## src/rtl/poll_ctrl_pkg.sv

```systemverilog
// rtl/poll_ctrl_pkg.sv - shared codes and encodings for the Polling controller
//
// Purpose: the single home of the LTSSM state/sub-state codes placed on
// ts_info, the Polling FSM encoding and the datapath widths. Every other file
// imports this package instead of redefining any of these values.
// Ports: none (package).

package poll_ctrl_pkg;

  // LTSSM state / sub-state codes, concatenated as {state, sub_state} on ts_info
  localparam logic [3:0] ST_POLL         = 4'h2;
  localparam logic [3:0] SUB_POLL_ACTIVE = 4'hA;
  localparam logic [3:0] SUB_POLL_CFG    = 4'hC;

  // Datapath widths
  localparam int TIMER_W = 17;
  localparam int SENT_W  = 16;

  // Polling FSM encoding, also exported on poll_state
  typedef enum logic [2:0] {
    POLL_IDLE    = 3'd0,
    POLL_ACT_REQ = 3'd1,
    POLL_ACTIVE  = 3'd2,
    POLL_CFG_REQ = 3'd3,
    POLL_CONFIG  = 3'd4
  } poll_state_e;

  function automatic logic [7:0] ts_info_code(input logic [3:0] st, input logic [3:0] sub);
    return {st, sub};
  endfunction

endpackage

```

## src/rtl/poll_timer.sv

```systemverilog
// rtl/poll_timer.sv - saturating cycle timer with limit compare
//
// Purpose: counts clock cycles since the last clear and flags when the
// programmed limit has been reached.
// Ports:
//   clk_i      in   clock
//   rst_i      in   asynchronous active-high reset
//   clear_i    in   restart the count from zero on the next edge
//   limit_i    in   cycle limit, TIMER_W bits
//   expired_o  out  limit reached (see note below)

module poll_timer
  import poll_ctrl_pkg::*;
(
  input  logic               clk_i,
  input  logic               rst_i,
  input  logic               clear_i,
  input  logic [TIMER_W-1:0] limit_i,
  output logic               expired_o
);

  localparam logic [TIMER_W-1:0] ONE = TIMER_W'(1);

  logic [TIMER_W-1:0] count_q, count_d;

  always_comb begin
    count_d = count_q;
    if (clear_i) begin
      count_d = '0;
    end else if (count_q != '1) begin
      count_d = count_q + ONE;
    end
  end

  always_ff @(posedge clk_i or posedge rst_i) begin
    if (rst_i) begin
      count_q <= '0;
    end else begin
      count_q <= count_d;
    end
  end

  // The consumer registers its reaction one edge later, so expiry is flagged
  // on count limit-1: the resulting exit lands exactly limit cycles after clear.
  assign expired_o = (limit_i == '0) || (count_q >= (limit_i - ONE));

endmodule

```

## src/rtl/poll_ctrl.sv

```systemverilog
// rtl/poll_ctrl.sv - LTSSM Polling sub-state controller
//
// Purpose: sequences Polling.Active and Polling.Configuration, hands the
// current {state, sub_state} to the TS analyzer with a request/ack handshake,
// counts transmitted TS ordered sets and applies the per-sub-state timeouts.
// Ports:
//   clk                    in   system clock
//   rst                    in   asynchronous active-high reset
//   poll_start             in   pulse: enter Polling from Detect
//   tx_ts_strobe           in   one TS ordered set transmitted this cycle
//   ts_update_ack          in   analyzer accepted ts_info
//   tsa_p_a2c              in   analyzer: Active -> Configuration condition met
//   tsa_p2c                in   analyzer: Configuration exit condition met
//   ts_info                out  {state, sub_state} for the analyzer
//   ts_update              out  level request to load ts_info
//   ts_stop                out  pulse: stop TS analysis/transmission
//   to_tsa_ts_sent_enough  out  transmit count target reached
//   poll_state             out  FSM state encoding
//   goto_cfg               out  pulse: exit to Configuration
//   goto_detect            out  pulse: exit to Detect on timeout

module poll_ctrl
  import poll_ctrl_pkg::*;
#(
  parameter int TX_TS_ACT   = 1024,
  parameter int TX_TS_CFG   = 16,
  parameter int TIMEOUT_ACT = 24000,
  parameter int TIMEOUT_CFG = 48000
) (
  input  logic       clk,
  input  logic       rst,
  input  logic       poll_start,
  input  logic       tx_ts_strobe,
  input  logic       ts_update_ack,
  input  logic       tsa_p_a2c,
  input  logic       tsa_p2c,
  output logic [7:0] ts_info,
  output logic       ts_update,
  output logic       ts_stop,
  output logic       to_tsa_ts_sent_enough,
  output logic [2:0] poll_state,
  output logic       goto_cfg,
  output logic       goto_detect
);

  localparam logic [SENT_W-1:0]  SENT_ACT = SENT_W'(TX_TS_ACT);
  localparam logic [SENT_W-1:0]  SENT_CFG = SENT_W'(TX_TS_CFG);
  localparam logic [SENT_W-1:0]  SENT_ONE = SENT_W'(1);
  localparam logic [TIMER_W-1:0] TO_ACT   = TIMER_W'(TIMEOUT_ACT);
  localparam logic [TIMER_W-1:0] TO_CFG   = TIMER_W'(TIMEOUT_CFG);

  poll_state_e        state_q, state_d;
  logic [SENT_W-1:0]  sent_q, sent_d;
  logic [7:0]         ts_info_q, ts_info_d;
  logic               ts_update_q, ts_update_d;
  logic               ts_stop_q, ts_stop_d;
  logic               enough_q, enough_d;
  logic               goto_cfg_q, goto_cfg_d;
  logic               goto_detect_q, goto_detect_d;

  logic               timer_clear;
  logic               timer_expired;
  logic [TIMER_W-1:0] timer_limit;

  poll_timer u_timer (
    .clk_i     (clk),
    .rst_i     (rst),
    .clear_i   (timer_clear),
    .limit_i   (timer_limit),
    .expired_o (timer_expired)
  );

  // ---------------------------------------------------------------- state register
  always_ff @(posedge clk or posedge rst) begin
    if (rst) begin
      state_q <= POLL_IDLE;
    end else begin
      state_q <= state_d;
    end
  end

  // ---------------------------------------------------------------- next state
  // Success conditions are tested before the timeout so they win a tie.
  always_comb begin
    state_d = state_q;
    case (state_q)
      POLL_IDLE: begin
        if (poll_start) state_d = POLL_ACT_REQ;
      end
      POLL_ACT_REQ: begin
        if (ts_update_ack)      state_d = POLL_ACTIVE;
        else if (timer_expired) state_d = POLL_IDLE;
      end
      POLL_ACTIVE: begin
        if (tsa_p_a2c)          state_d = POLL_CFG_REQ;
        else if (timer_expired) state_d = POLL_IDLE;
      end
      POLL_CFG_REQ: begin
        if (ts_update_ack)      state_d = POLL_CONFIG;
        else if (timer_expired) state_d = POLL_IDLE;
      end
      POLL_CONFIG: begin
        if (tsa_p2c)            state_d = POLL_IDLE;
        else if (timer_expired) state_d = POLL_IDLE;
      end
      default: state_d = POLL_IDLE;
    endcase
  end

  // ---------------------------------------------------------------- outputs / datapath
  always_comb begin
    ts_info_d     = ts_info_q;
    ts_update_d   = 1'b0;
    goto_cfg_d    = 1'b0;
    goto_detect_d = 1'b0;
    ts_stop_d     = 1'b0;
    enough_d      = 1'b0;
    sent_d        = sent_q;
    timer_clear   = 1'b0;
    timer_limit   = TO_CFG;

    if (state_q == POLL_ACT_REQ || state_q == POLL_ACTIVE) begin
      timer_limit = TO_ACT;
    end

    // The timer restarts when a handshake state is entered and keeps running
    // through the handshake into the following sub-state.
    if ((state_d == POLL_ACT_REQ && state_q != POLL_ACT_REQ) ||
        (state_d == POLL_CFG_REQ && state_q != POLL_CFG_REQ)) begin
      timer_clear = 1'b1;
    end

    if (state_d == POLL_ACT_REQ) begin
      ts_info_d   = ts_info_code(ST_POLL, SUB_POLL_ACTIVE);
      ts_update_d = 1'b1;
    end else if (state_d == POLL_CFG_REQ) begin
      ts_info_d   = ts_info_code(ST_POLL, SUB_POLL_CFG);
      ts_update_d = 1'b1;
    end

    // Any fall back to IDLE is an exit: success from CONFIG, otherwise timeout.
    if (state_q != POLL_IDLE && state_d == POLL_IDLE) begin
      if (state_q == POLL_CONFIG && tsa_p2c) goto_cfg_d = 1'b1;
      else                                   goto_detect_d = 1'b1;
      ts_stop_d = 1'b1;
    end

    // Sent counter: cleared on handshake completion, saturating increment.
    if ((state_q == POLL_ACT_REQ && state_d == POLL_ACTIVE) ||
        (state_q == POLL_CFG_REQ && state_d == POLL_CONFIG)) begin
      sent_d = '0;
    end else if ((state_q == POLL_ACTIVE || state_q == POLL_CONFIG) &&
                 tx_ts_strobe && sent_q != '1) begin
      sent_d = sent_q + SENT_ONE;
    end

    // Gated on staying in the sub-state so the flag drops with the exit edge.
    if (state_q == POLL_ACTIVE && state_d == POLL_ACTIVE && sent_q >= SENT_ACT) begin
      enough_d = 1'b1;
    end
    if (state_q == POLL_CONFIG && state_d == POLL_CONFIG && sent_q >= SENT_CFG) begin
      enough_d = 1'b1;
    end
  end

  always_ff @(posedge clk or posedge rst) begin
    if (rst) begin
      sent_q        <= '0;
      ts_info_q     <= '0;
      ts_update_q   <= 1'b0;
      ts_stop_q     <= 1'b0;
      enough_q      <= 1'b0;
      goto_cfg_q    <= 1'b0;
      goto_detect_q <= 1'b0;
    end else begin
      sent_q        <= sent_d;
      ts_info_q     <= ts_info_d;
      ts_update_q   <= ts_update_d;
      ts_stop_q     <= ts_stop_d;
      enough_q      <= enough_d;
      goto_cfg_q    <= goto_cfg_d;
      goto_detect_q <= goto_detect_d;
    end
  end

  assign ts_info               = ts_info_q;
  assign ts_update             = ts_update_q;
  assign ts_stop               = ts_stop_q;
  assign to_tsa_ts_sent_enough = enough_q;
  assign poll_state            = state_q;
  assign goto_cfg              = goto_cfg_q;
  assign goto_detect           = goto_detect_q;

endmodule

```

## config.mk

```make
export PLATFORM = sky130hd
export DESIGN_NAME = poll_ctrl
export DESIGN_NICKNAME = d
export VERILOG_FILES = /design/src/rtl/poll_ctrl_pkg.sv /design/src/rtl/poll_timer.sv /design/src/rtl/poll_ctrl.sv
export SDC_FILE = /design/constraint.sdc
export NUM_CORES = 1
export LEC_CHECK = 0
export BUFFER_PORTS_ARGS = -buffer_cell sky130_fd_sc_hd__buf_2
export CORE_MARGIN = 5
export CORE_UTILIZATION = 55
export CTS_CLUSTER_DIAMETER = 100
export DETAILED_ROUTE_END_ITERATION = 10
export PLACE_DENSITY = 0.75
export RECOVER_POWER = 100
export SLEW_MARGIN = 20
export SYNTH_ARGS = -nofsm -noshare
export SYNTH_HDL_FRONTEND = slang
export SYNTH_SLANG_ARGS = --single-unit
```

## constraint.sdc

```tcl
create_clock -name clk -period 5.4 [get_ports clk]
set_input_delay 0.81 -clock clk [delete_from_list [all_inputs] [get_ports clk]]
set_output_delay 0.81 -clock clk [all_outputs]
set_load 0.02 [all_outputs]
```

==> results of run 1 <==
==> area by class of cell <==
| cell class | instances | area (µm²) |
|---|---|---|
| Fill cell | 399 | 1730 |
| Multi-Input combinational cell | 197 | 1260 |
| Sequential cell | 44 | 1100 |
| Timing Repair Buffer | 20 | 86.3 |
| Clock buffer | 5 | 68.8 |
| Tap cell | 52 | 65.1 |
| Clock inverter | 3 | 42.5 |
| Inverter | 9 | 33.8 |
==> flip-flops by register name (all words and copies together), names as in the netlist <==
register and flops:
u_timer.count_q 17, sent_q 16, poll_state 3, ts_info 3
goto_cfg 1, goto_detect 1, to_tsa_ts_sent_enough 1, ts_stop 1
ts_update 1
==> placed cells by master, fill, tap and decap left out, types with 2 or more instances in the layout <==
cell        n
nand3_1    13
ha_1        8
mux2i_1     3
buf_2       6
a2111oi_0   2
clkbuf_1   13
or3_1       7
nand2b_1    3
xnor2_1     6
nor4_1      2
dfrtp_1    44
clkbuf_8    5
nor3b_1     2
nor4b_1     2
or2_1       2
nand4_1     9
and3_1      5
a21oi_1    12
nor3_1      9
inv_1       7
xor2_1     21
o21ai_0     7
conb_1      4
nor2_1     41
nor2b_1     2
nand2_1    15
==> worst min-delay path by stage <==
| stage | end |
|---|---|
| floorplan | u_timer.count_q[12] |
| global placement | ts_info[3] |
| detailed placement | ts_info[3] |
| CTS | ts_info[3] |
| global route | ts_info[3] |
| finish | ts_info[3] |
==> cell usage after synthesis (all sizes together) (3+ instances only) <==
master | count | share of area
ha | 8 | 0.040
or2 | 4 | 0.0099
nand2b | 3 | 0.0075
clkbuf | 5 | 0.0075
nor2 | 41 | 0.061
buf | 9 | 0.026
nand4 | 9 | 0.022
nand3 | 13 | 0.026
nand2 | 15 | 0.022
mux2i | 3 | 0.012
o21ai | 7 | 0.014
or3 | 7 | 0.017
xor2 | 21 | 0.073
nor4b | 3 | 0.016
xnor2 | 6 | 0.028
dfrtp | 44 | 0.44
inv | 9 | 0.013
nor3 | 10 | 0.026
and3 | 5 | 0.012
a21oi | 12 | 0.024
==> report_power, final <==
group | internal (mW) | switching (mW)
sequential | 0.378 | 0.0615
clock | 0.137 | 0.116
combinational | 0.136 | 0.245
total | 0.651 | 0.423
==> through the flow <==
stage	cell area (µm²)	cells	hold slack, ns	setup WS (ns)
final	2660	330	0.494	1.73
after global routing	2660	330	0.525	1.52
after CTS	2730	330	0.494	2.52
after detailed placement	2620	322	0.469	2.54
after global placement	2610	322	0.474	2.64
after floorplan	2530	264	0.504	2.71
==> kinds of logic after synthesis <==
family / count (synthesis) / share of synthesized area
simple gates: 123 / 0.260
xor+xnor: 27 / 0.101
fa+ha+maj: 8 / 0.0398
flops: 44 / 0.437
compound gates: 32 / 0.101
other cells: 1 / 0.00149
buf+inv: 23 / 0.0472
mux: 3 / 0.0119
==> per-layer routing <==
layer	global-route usage	vias up	share of wire
met5	0	-	0
met4	0.0515	0	0.013
met3	0.0324	7	0.050
met2	0.260	42	0.46
met1	0.228	916	0.47
li1	-	927	-
==> impl_metrics.py, run 1 <==
metrics = {
    "status": {
        "status": "finished, violations left",
        "violations": "capacitance limit, slew limit",
    },
    "timing": {
        "tns_ns": 0,
        "hold_violations": 0,
        "final.period_utilization": 0.680,
        "clock.fmax_mhz": 272,
        "period_needed_ns": 3.67,
        "setup_viol": 0,
        "slew_viol_final": 45,
        "rsz0062_at_grt": "false",
        "worst_pin_slew_ns": 2.29,
        "skew_ns": 0.00997,
        "slew_headroom": -0.526,
    },
    "floorplan": {
        "io_pins": 23,
        "die_h_um": 77.7,
        "dieArea_mm2": 0.00603,
        "core_area_mm2": 0.00438,
        "rows": 24,
        "start_util": 0.574,
        "die_x_um": 77.7,
    },
    "worst_setup_path": {
        "r2r-end": "poll_state[1]",
        "r2r-start": "poll_state[0]",
        "criticalPathCategory": "flop to flop",
        "cp.depth": 9,
        "cp-startpoint": "poll_state[0]",
        "endpoint_kind": "flop",
        "arrival_ns": 3.88,
        "cp_data_required_time_ns": 5.61,
        "cp-start-kind": "flop",
        "regToRegSetupSlack_ns": 1.73,
        "crit_family": "compound AO/OA/AOI/OAI gates",
        "timing.critical_path.buf_inv": 0,
        "path_common_cell": "a2111oi_0",
        "crit_end": "poll_state[1]",
        "worstPathCellList": "xnor2_1 > nor2_1 > ha_1 > or2_0 > a2111oi_0 > nor3_1 > a2111oi_0 > o21ai_0 > a221oi_2",
        "rr_worst_depth": 9,
        "crit_fanout": 8,
        "max_stage_delay_ns": 0.70,
        "critical_path.slowest_cell": "a2111oi_0",
    },
    "cells_and_area": {
        "layout-drive-gt1-share": 0.0827,
        "area_delta_synth_final_pct": 5.62,
        "fin_nets": 292,
        "post-route-util": 0.606,
        "num_antenna_cells": 0,
    },
    "route": {
        "route.vias.total": 1892,
        "wl_per_cell_um": 14.3,
        "drtPass1Iterations": 4,
        "vias_per_cell": 5.73,
        "final_antenna_net_count": 0,
        "drt-initial-drc-count": 100,
        "wl_um": 4720,
        "drc": 0,
    },
    "power_and_ir_drop": {
        "power_mw": 1.07,
        "p_per_area_mw_per_mm2": 404,
        "cellLeakagePower_nw": 1.19,
        "ir_worst_vdd_uv": 180,
    },
    "grt": {
        "grt_pass1_wl_um": 8230,
        "grt_overflow": 0,
        "antenna_found_initial": 0,
        "first_global_vias": 1800,
        "grt_max_degree": 45,
        "grt_util_all_layers": 0.164,
    },
    "clock_tree": {
        "ctsHtreeMaxLevel": 2,
        "cts_root_buffer": "clkbuf_8",
        "path_clk_slew_ns": 0.08,
        "postCtsHoldBufs": 0,
        "cts_tree": "yes",
        "cts_buffer_depth": 2,
        "numCtsBuffers": 5,
        "cts_setup_buffers": 0,
        "clkSinkCount": 44,
        "clock_latency_ns": 0.30,
        "cts_resized": 0,
    },
    "synth": {
        "ys.flop_type": "dfrtp_1",
        "synthArstFlopShare": 1.00,
        "synth_seq_cells": 44,
        "avgSynthCellArea_um2": 9.65,
        "postSynthCellCount": 261,
        "syn_area_mm2": 0.00252,
        "yosysUniqueCellTypes": 52,
        "ys.warnings.count": 0,
        "ys_seq_area_frac": 0.437,
        "synth_edf_count": 0,
    },
    "place": {
        "port_buffers": 18,
        "place_hpwl_um": 3370,
        "gp_congestion": 0.896,
    },
    "min_path": {
        "holdCritStartpoint": "ts_info[3]",
        "min_path_cells": 1,
        "worstHoldPathType": "flop to flop",
    },
    "job": {
        "maxCapViolCount": 1,
    },
}
No activity file was read; power rests on OpenSTA's default activity.
==> run 2: changes to the inputs <==
Settings changed: ABC_AREA set to 1.
Clock period 5.4 ns to 3.5 ns, I/O delays scaled along.
==> run 2 against run 1 <==
Net effect: the flow still finishes with violations (capacitance limit, slew limit); combinational power is 39% higher; die area is 1.8% higher; global-route usage is 0.51 points higher; clock power is 29% higher; core utilization is 0.17 points lower; clock-buffer cell count is 3 higher; total power is 39% higher; via count is 6.4% higher; first-iteration DRC count is 22% higher; routed wire length is 1.8% higher; critical endpoint is now goto_detect; synthesized cell count is 23% higher.
==> impl_metrics.py, run 2 <==
metrics = {
    "clock_tree": {
        "cts_root_buffer": "clkbuf_8",
        "postCtsHoldBufs": 0,
        "cts_buffer_depth": 2,
        "path_clk_slew_ns": 0.08,
        "clock_latency_ns": 0.29,
        "clkSinkCount": 44,
        "cts_tree": "yes",
        "cts_resized": 0,
        "ctsHtreeMaxLevel": 2,
        "cts_setup_buffers": 0,
        "numCtsBuffers": 5,
    },
    "worst_setup_path": {
        "crit_fanout": 9,
        "criticalPathCategory": "flop to flop",
        "arrival_ns": 2.86,
        "cp-start-kind": "flop",
        "cp_data_required_time_ns": 3.72,
        "endpoint_kind": "flop",
    },
    "synth": {
        "synthTopCellsByCount": "61 x nand2_1, 54 x nor2_1, 44 x dfrtp_1, 39 x inv_1, 17 x nand3_1",
        "synth_edf_count": 0,
        "yosysUniqueCellTypes": 40,
        "syn_area_mm2": 0.00257,
        "ys_seq_area_frac": 0.429,
        "synth_seq_cells": 44,
        "synth_area_leader_cell": "dfrtp_1",
        "yosysMostFrequentCell": "nand2_1",
        "avgSynthCellArea_um2": 7.98,
        "postSynthCellCount": 322,
        "synthArstFlopShare": 1.00,
        "ys.warnings.count": 0,
        "synth_top_area_frac": 0.429,
        "yosys-top-cells-area": "dfrtp_1 43%, nand2_1 8.9%, nor2_1 7.9%, inv_1 5.7%, ha_1 3.9%",
        "ys.flop_type": "dfrtp_1",
    },
    "grt": {
        "grt_overflow": 0,
        "antenna_found_initial": 0,
        "grt_max_degree": 45,
        "first_global_vias": 1868,
        "grt_util_all_layers": 0.169,
        "grt_pass1_wl_um": 8290,
    },
    "timing": {
        "worst_pin_slew_ns": 1.58,
        "setup_viol": 0,
        "slew_headroom": -0.0557,
        "tns_ns": 0,
        "clock.fmax_mhz": 379,
        "timing.hold.ws_ns": 0.482,
        "skew_ns": 0.00894,
        "hold_violations": 0,
        "slew_viol_final": 45,
        "period_needed_ns": 2.64,
        "final.period_utilization": 0.754,
        "rsz0062_at_grt": "false",
    },
    "cells_and_area": {
        "final.fill_count": 408,
        "multiInputGateArea_mm2": 0.00118,
        "top_regs": "u_timer.count_q: 17 flops, sent_q: 16 flops",
        "num_antenna_cells": 0,
        "fin_nets": 356,
        "regArea_mm2": 0.00110,
        "area_delta_synth_final_pct": 4.63,
        "final_cell_mix": "66 x nand2_1, 55 x nor2_1, 44 x dfrtp_1, 41 x inv_1, 19 x nand3_1",
        "layout-drive-gt1-share": 0.0819,
        "top_register": "u_timer.count_q",
        "layout_commonest_cell": "nand2_1",
        "fin_cells": 394,
        "largest_reg_flops": 17,
    },
    "route": {
        "drt-initial-drc-count": 122,
        "drtPass1Iterations": 4,
        "final_antenna_net_count": 0,
        "wl_um": 4810,
        "vias_per_cell": 5.11,
        "drc": 0,
        "wl_per_cell_um": 12.2,
        "route.vias.total": 2013,
    },
    "power_and_ir_drop": {
        "ir_worst_vdd_uv": 277,
        "p_per_area_mw_per_mm2": 556,
        "cellLeakagePower_nw": 1.32,
        "power_mw": 1.49,
    },
    "floorplan": {
        "core_area_mm2": 0.00444,
        "die_h_um": 78.3,
        "die_x_um": 78.3,
        "start_util": 0.578,
        "rows": 24,
        "dieArea_mm2": 0.00614,
        "io_pins": 23,
    },
    "min_path": {
        "worstHoldPathType": "flop to flop",
    },
    "job": {
        "maxCapViolCount": 1,
    },
    "status": {
        "status": "finished, violations left",
        "violations": "capacitance limit, slew limit",
    },
    "place": {
        "port_buffers": 18,
        "gp_congestion": 0.849,
        "place_hpwl_um": 3550,
        "dp.cells": 386,
    },
}
-- run 2: cell types whose count changed after synthesis, sizes merged, moves of 3 or more --
cell    delta
a21oi      -5
and3       -5
buf        -3
inv       +37
mux2i      -3
nand2     +53
nand2b     -3
nand3     +10
nand4      -6
nor2      +17
nor4b      -3
or3        -7
xor2      -10
-- run 2: power breakdown --
group	leakage (nW)	internal [mW]	switching, mW
combinational	0.680	0.151	0.381
sequential	0.593	0.578	0.0559
clock	0.0455	0.161	0.166
total	1.32	0.891	0.603
-- run 2: routing by layer --
layer | track usage | vias up | wire [µm]
met5 | 0 | - | 0
met4 | 0.0612 | 0 | 60
met3 | 0.0412 | 6 | 212
met2 | 0.274 | 36 | 2240
met1 | 0.222 | 928 | 2290
li1 | - | 1043 | -
-- run 2: through the flow --
stage	setup slack (ns)	cell area (µm²)	util
detailed placement	1.09	2680	0.602
finish	0.863	2690	0.605
CTS	1.07	2770	0.622
floorplan	1.38	2580	-
global placement	1.27	2680	0.602
global route	0.566	2690	0.605
-- run 2: path summary, 6_finish.rpt --
path | endpoint | start | slack [ns] | cells after the start
worst max-delay path | goto_detect | poll_state[1] | 0.86 | 15
worst min-delay path | ts_info[1] | ts_info[1] | 0.48 | 2
worst max register to register | goto_detect | poll_state[1] | 0.86 | 15
worst min register to register | ts_info[1] | ts_info[1] | 0.48 | 2
max in group asynchronous | sent_q[4] | rst | 1.87 | 2
min in group asynchronous | u_timer.count_q[7] | rst | 0.70 | 2
-- run 2: worst max-delay path, cell delays in order, from the launching register on --
cell	delay, ns
dfrtp_1	0.51
inv_1	0.07
nand3_1	0.22
nand2_1	0.27
ha_1	0.35
nand2_1	0.09
nand3b_1	0.17
nor2_1	0.11
nand3_1	0.09
nand2_1	0.06
inv_1	0.06
nand3_1	0.08
nand2_1	0.15
clkinv_1	0.10
nand4_1	0.12
nor2_1	0.13
-- run 2: logic make-up (layout without fill, tap and decap cells) --
family                     Yosys count  count (layout)  synth area share
and+or+nand+nor                    174             174             0.332
buffers and inverters               55              72            0.0906
DFF                                 44              44             0.429
AOI/OAI and AO/OA                   25              25            0.0575
xor gates and xnor gates            15              15            0.0511
adders and majority gates            8               8            0.0390
other                                1               4           0.00146
-- run 2: cell type report --
class / instances / share of cell area
multi-input combinational: 226 / 0.440
tap: 52 / 0.0242
inverter: 46 / 0.0642
sequential: 44 / 0.410
timing repair buffer: 18 / 0.0279
clock buffer: 8 / 0.0335
==> run 3: changes to the inputs <==
Settings changed: CORE_UTILIZATION 55 to 53.
Clock period 3.5 ns to 2.3 ns, I/O delays scaled along.
==> run 3 against run 2 <==
Net effect: the run now ends clean; total power increased by 65%; first-iteration DRC count decreased by 34%; non-clock buffer count increased by 8; die area increased by 3.3%; sequential share of layout area decreased by 2.2 points; final area increased by 6.0%.
==> impl_metrics.py, run 3 (synthesis gave the netlist of run 2 again) <==
metrics = {
    "timing": {
        "hold_violations": 0,
        "skew_ns": 0.0121,
        "tns_ns": 0,
        "rsz0062_at_grt": "false",
        "worst_pin_slew_ns": 0.797,
        "final.period_utilization": 0.918,
        "setup_viol": 0,
        "period_needed_ns": 2.11,
        "clock.fmax_mhz": 474,
        "slew_viol_final": 0,
        "slew_headroom": 0.468,
    },
    "place": {
        "port_buffers": 18,
        "place_hpwl_um": 3750,
        "gp_congestion": 0.848,
    },
    "floorplan": {
        "die_x_um": 79.6,
        "dieArea_mm2": 0.00634,
        "rows": 25,
        "die_h_um": 79.6,
        "core_area_mm2": 0.00472,
        "start_util": 0.544,
        "io_pins": 23,
    },
    "route": {
        "drc": 0,
        "drt-initial-drc-count": 81,
        "route.vias.total": 2009,
        "vias_per_cell": 4.84,
        "drtPass1Iterations": 4,
        "final_antenna_net_count": 0,
        "wl_per_cell_um": 11.9,
        "wl_um": 4930,
    },
    "cells_and_area": {
        "fin_nets": 364,
        "top_regs": "u_timer.count_q: 17 flops, sent_q: 16 flops",
        "layout_commonest_cell": "nand2_1",
        "num_antenna_cells": 0,
        "area_delta_synth_final_pct": 10.9,
        "layout-drive-gt1-share": 0.155,
        "post-route-util": 0.603,
        "top_register": "u_timer.count_q",
        "final_cell_mix": "61 x nand2_1, 54 x nor2_1, 41 x dfrtp_1, 40 x inv_1, 16 x nand3_1",
        "largest_reg_flops": 17,
    },
    "power_and_ir_drop": {
        "pwr-share-comb": 0.380,
        "p_clk_frac": 0.226,
        "swShare": 0.388,
        "p_switching_mw": 0.954,
        "p_per_area_mw_per_mm2": 864,
        "ir_worst_vdd_uv": 396,
        "internal-power_mw": 1.51,
        "seqPwrFrac": 0.394,
        "cellLeakagePower_nw": 1.36,
    },
    "clock_tree": {
        "cts_setup_buffers": 0,
        "clock_latency_ns": 0.29,
        "path_clk_slew_ns": 0.08,
        "clkSinkCount": 44,
        "cts_tree": "yes",
        "ctsHtreeMaxLevel": 2,
        "numCtsBuffers": 5,
        "cts_root_buffer": "clkbuf_8",
        "postCtsHoldBufs": 0,
        "cts_resized": 0,
        "cts_buffer_depth": 2,
    },
    "worst_setup_path": {
        "endpoint_kind": "flop",
        "crit_fanout": 7,
        "criticalPathCategory": "flop to flop",
        "r2r-end": "u_timer.count_q[15]",
        "cp-start-kind": "flop",
        "rr_worst_depth": 14,
        "regToRegSetupSlack_ns": 0.19,
        "r2r-start": "u_timer.count_q[0]",
        "arrival_ns": 2.29,
        "cp_data_required_time_ns": 2.48,
    },
    "grt": {
        "grt_max_degree": 22,
        "antenna_found_initial": 0,
        "grt_util_all_layers": 0.170,
        "grt_overflow": 0,
        "grt_pass1_wl_um": 8670,
        "first_global_vias": 1966,
    },
    "status": {
        "status": "finished clean",
    },
    "min_path": {
        "worstHoldPathType": "input pin to async pin",
    },
    "job": {
        "maxCapViolCount": 0,
    },
}
run 3: cell types whose count changed in the layout (fill, tap and decap cells not counted), sizes merged:
cell and delta:
buf +8, bufinv +1, clkbuf -3, clkinv -1, inv +1
run 3: worst max path at each step:
stage / depth (start not counted) / end / start / slack [ns]
4_1_cts: 14 / u_timer.count_q[15] / u_timer.count_q[0] / 0.05
3_3_place_gp: 14 / u_timer.count_q[15] / u_timer.count_q[0] / 0.15
5_1_grt: 16 / ts_info[2] / poll_state[1] / 0.009
2_1_floorplan: 11 / u_timer.count_q[12] / u_timer.count_q[0] / 0.18
3_5_place_dp: 14 / u_timer.count_q[15] / u_timer.count_q[0] / 0.05
6_report: 14 / u_timer.count_q[15] / u_timer.count_q[0] / 0.19
run 3: final cells by class:
class | instances | area [µm²]
fill | 422 | 1880
multi-input combinational | 226 | 1260
sequential | 44 | 1100
inverter | 46 | 173
timing repair buffer | 26 | 130
tap | 67 | 83.8
clock buffer | 5 | 68.8
clock inverter | 1 | 30.0
run 3: power groups by stage:
| stage | Combinational [mW] | Sequential [mW] | Clock, mW |
|---|---|---|---|
| after floorplan | 0.637 | 1.03 | 0 |
| after global placement | 0.943 | 0.974 | 0 |
| after detailed placement | 0.955 | 0.978 | 0 |
| after CTS | 0.961 | 0.963 | 0.573 |
| after global routing | 1.08 | 0.983 | 0.602 |
| final | 0.935 | 0.970 | 0.555 |
run 3: per-stage QoR:
step / setup WS, ns / cell area (µm²) / hold WS [ns] / total power [mW] / std cells
final: 0.189 / 2850 / 0.191 / 2.46 / 415
after global routing: 0.00943 / 2850 / 0.276 / 2.66 / 415
after CTS: 0.0458 / 2850 / 0.0612 / 2.50 / 415
after detailed placement: 0.0514 / 2750 / 0.384 / 1.93 / 409
after global placement: 0.153 / 2750 / 0.382 / 1.92 / 409
after floorplan: 0.179 / 2580 / 0.463 / 1.67 / 325
run 3: layer usage:
layer  up-vias  wire length [µm]  GRT usage
li1       1060                 -          -
met1       926              2340      0.214
met2        19              2420      0.297
met3         4               130     0.0350
met4         0                36     0.0412
met5         -                 0          0
run 3: worst max-delay path, cell delays in order, from the launching register on:
cell     delay, ns
dfrtp_1       0.39
ha_1          0.21
nand3_2       0.11
nor2_2        0.14
nand2_1       0.08
nor4_2        0.15
ha_2          0.30
nor4_4        0.05
nand2_1       0.06
inv_1         0.05
nand2_1       0.07
inv_1         0.07
nand2_1       0.10
o21ai_1       0.07
nor3b_2       0.16
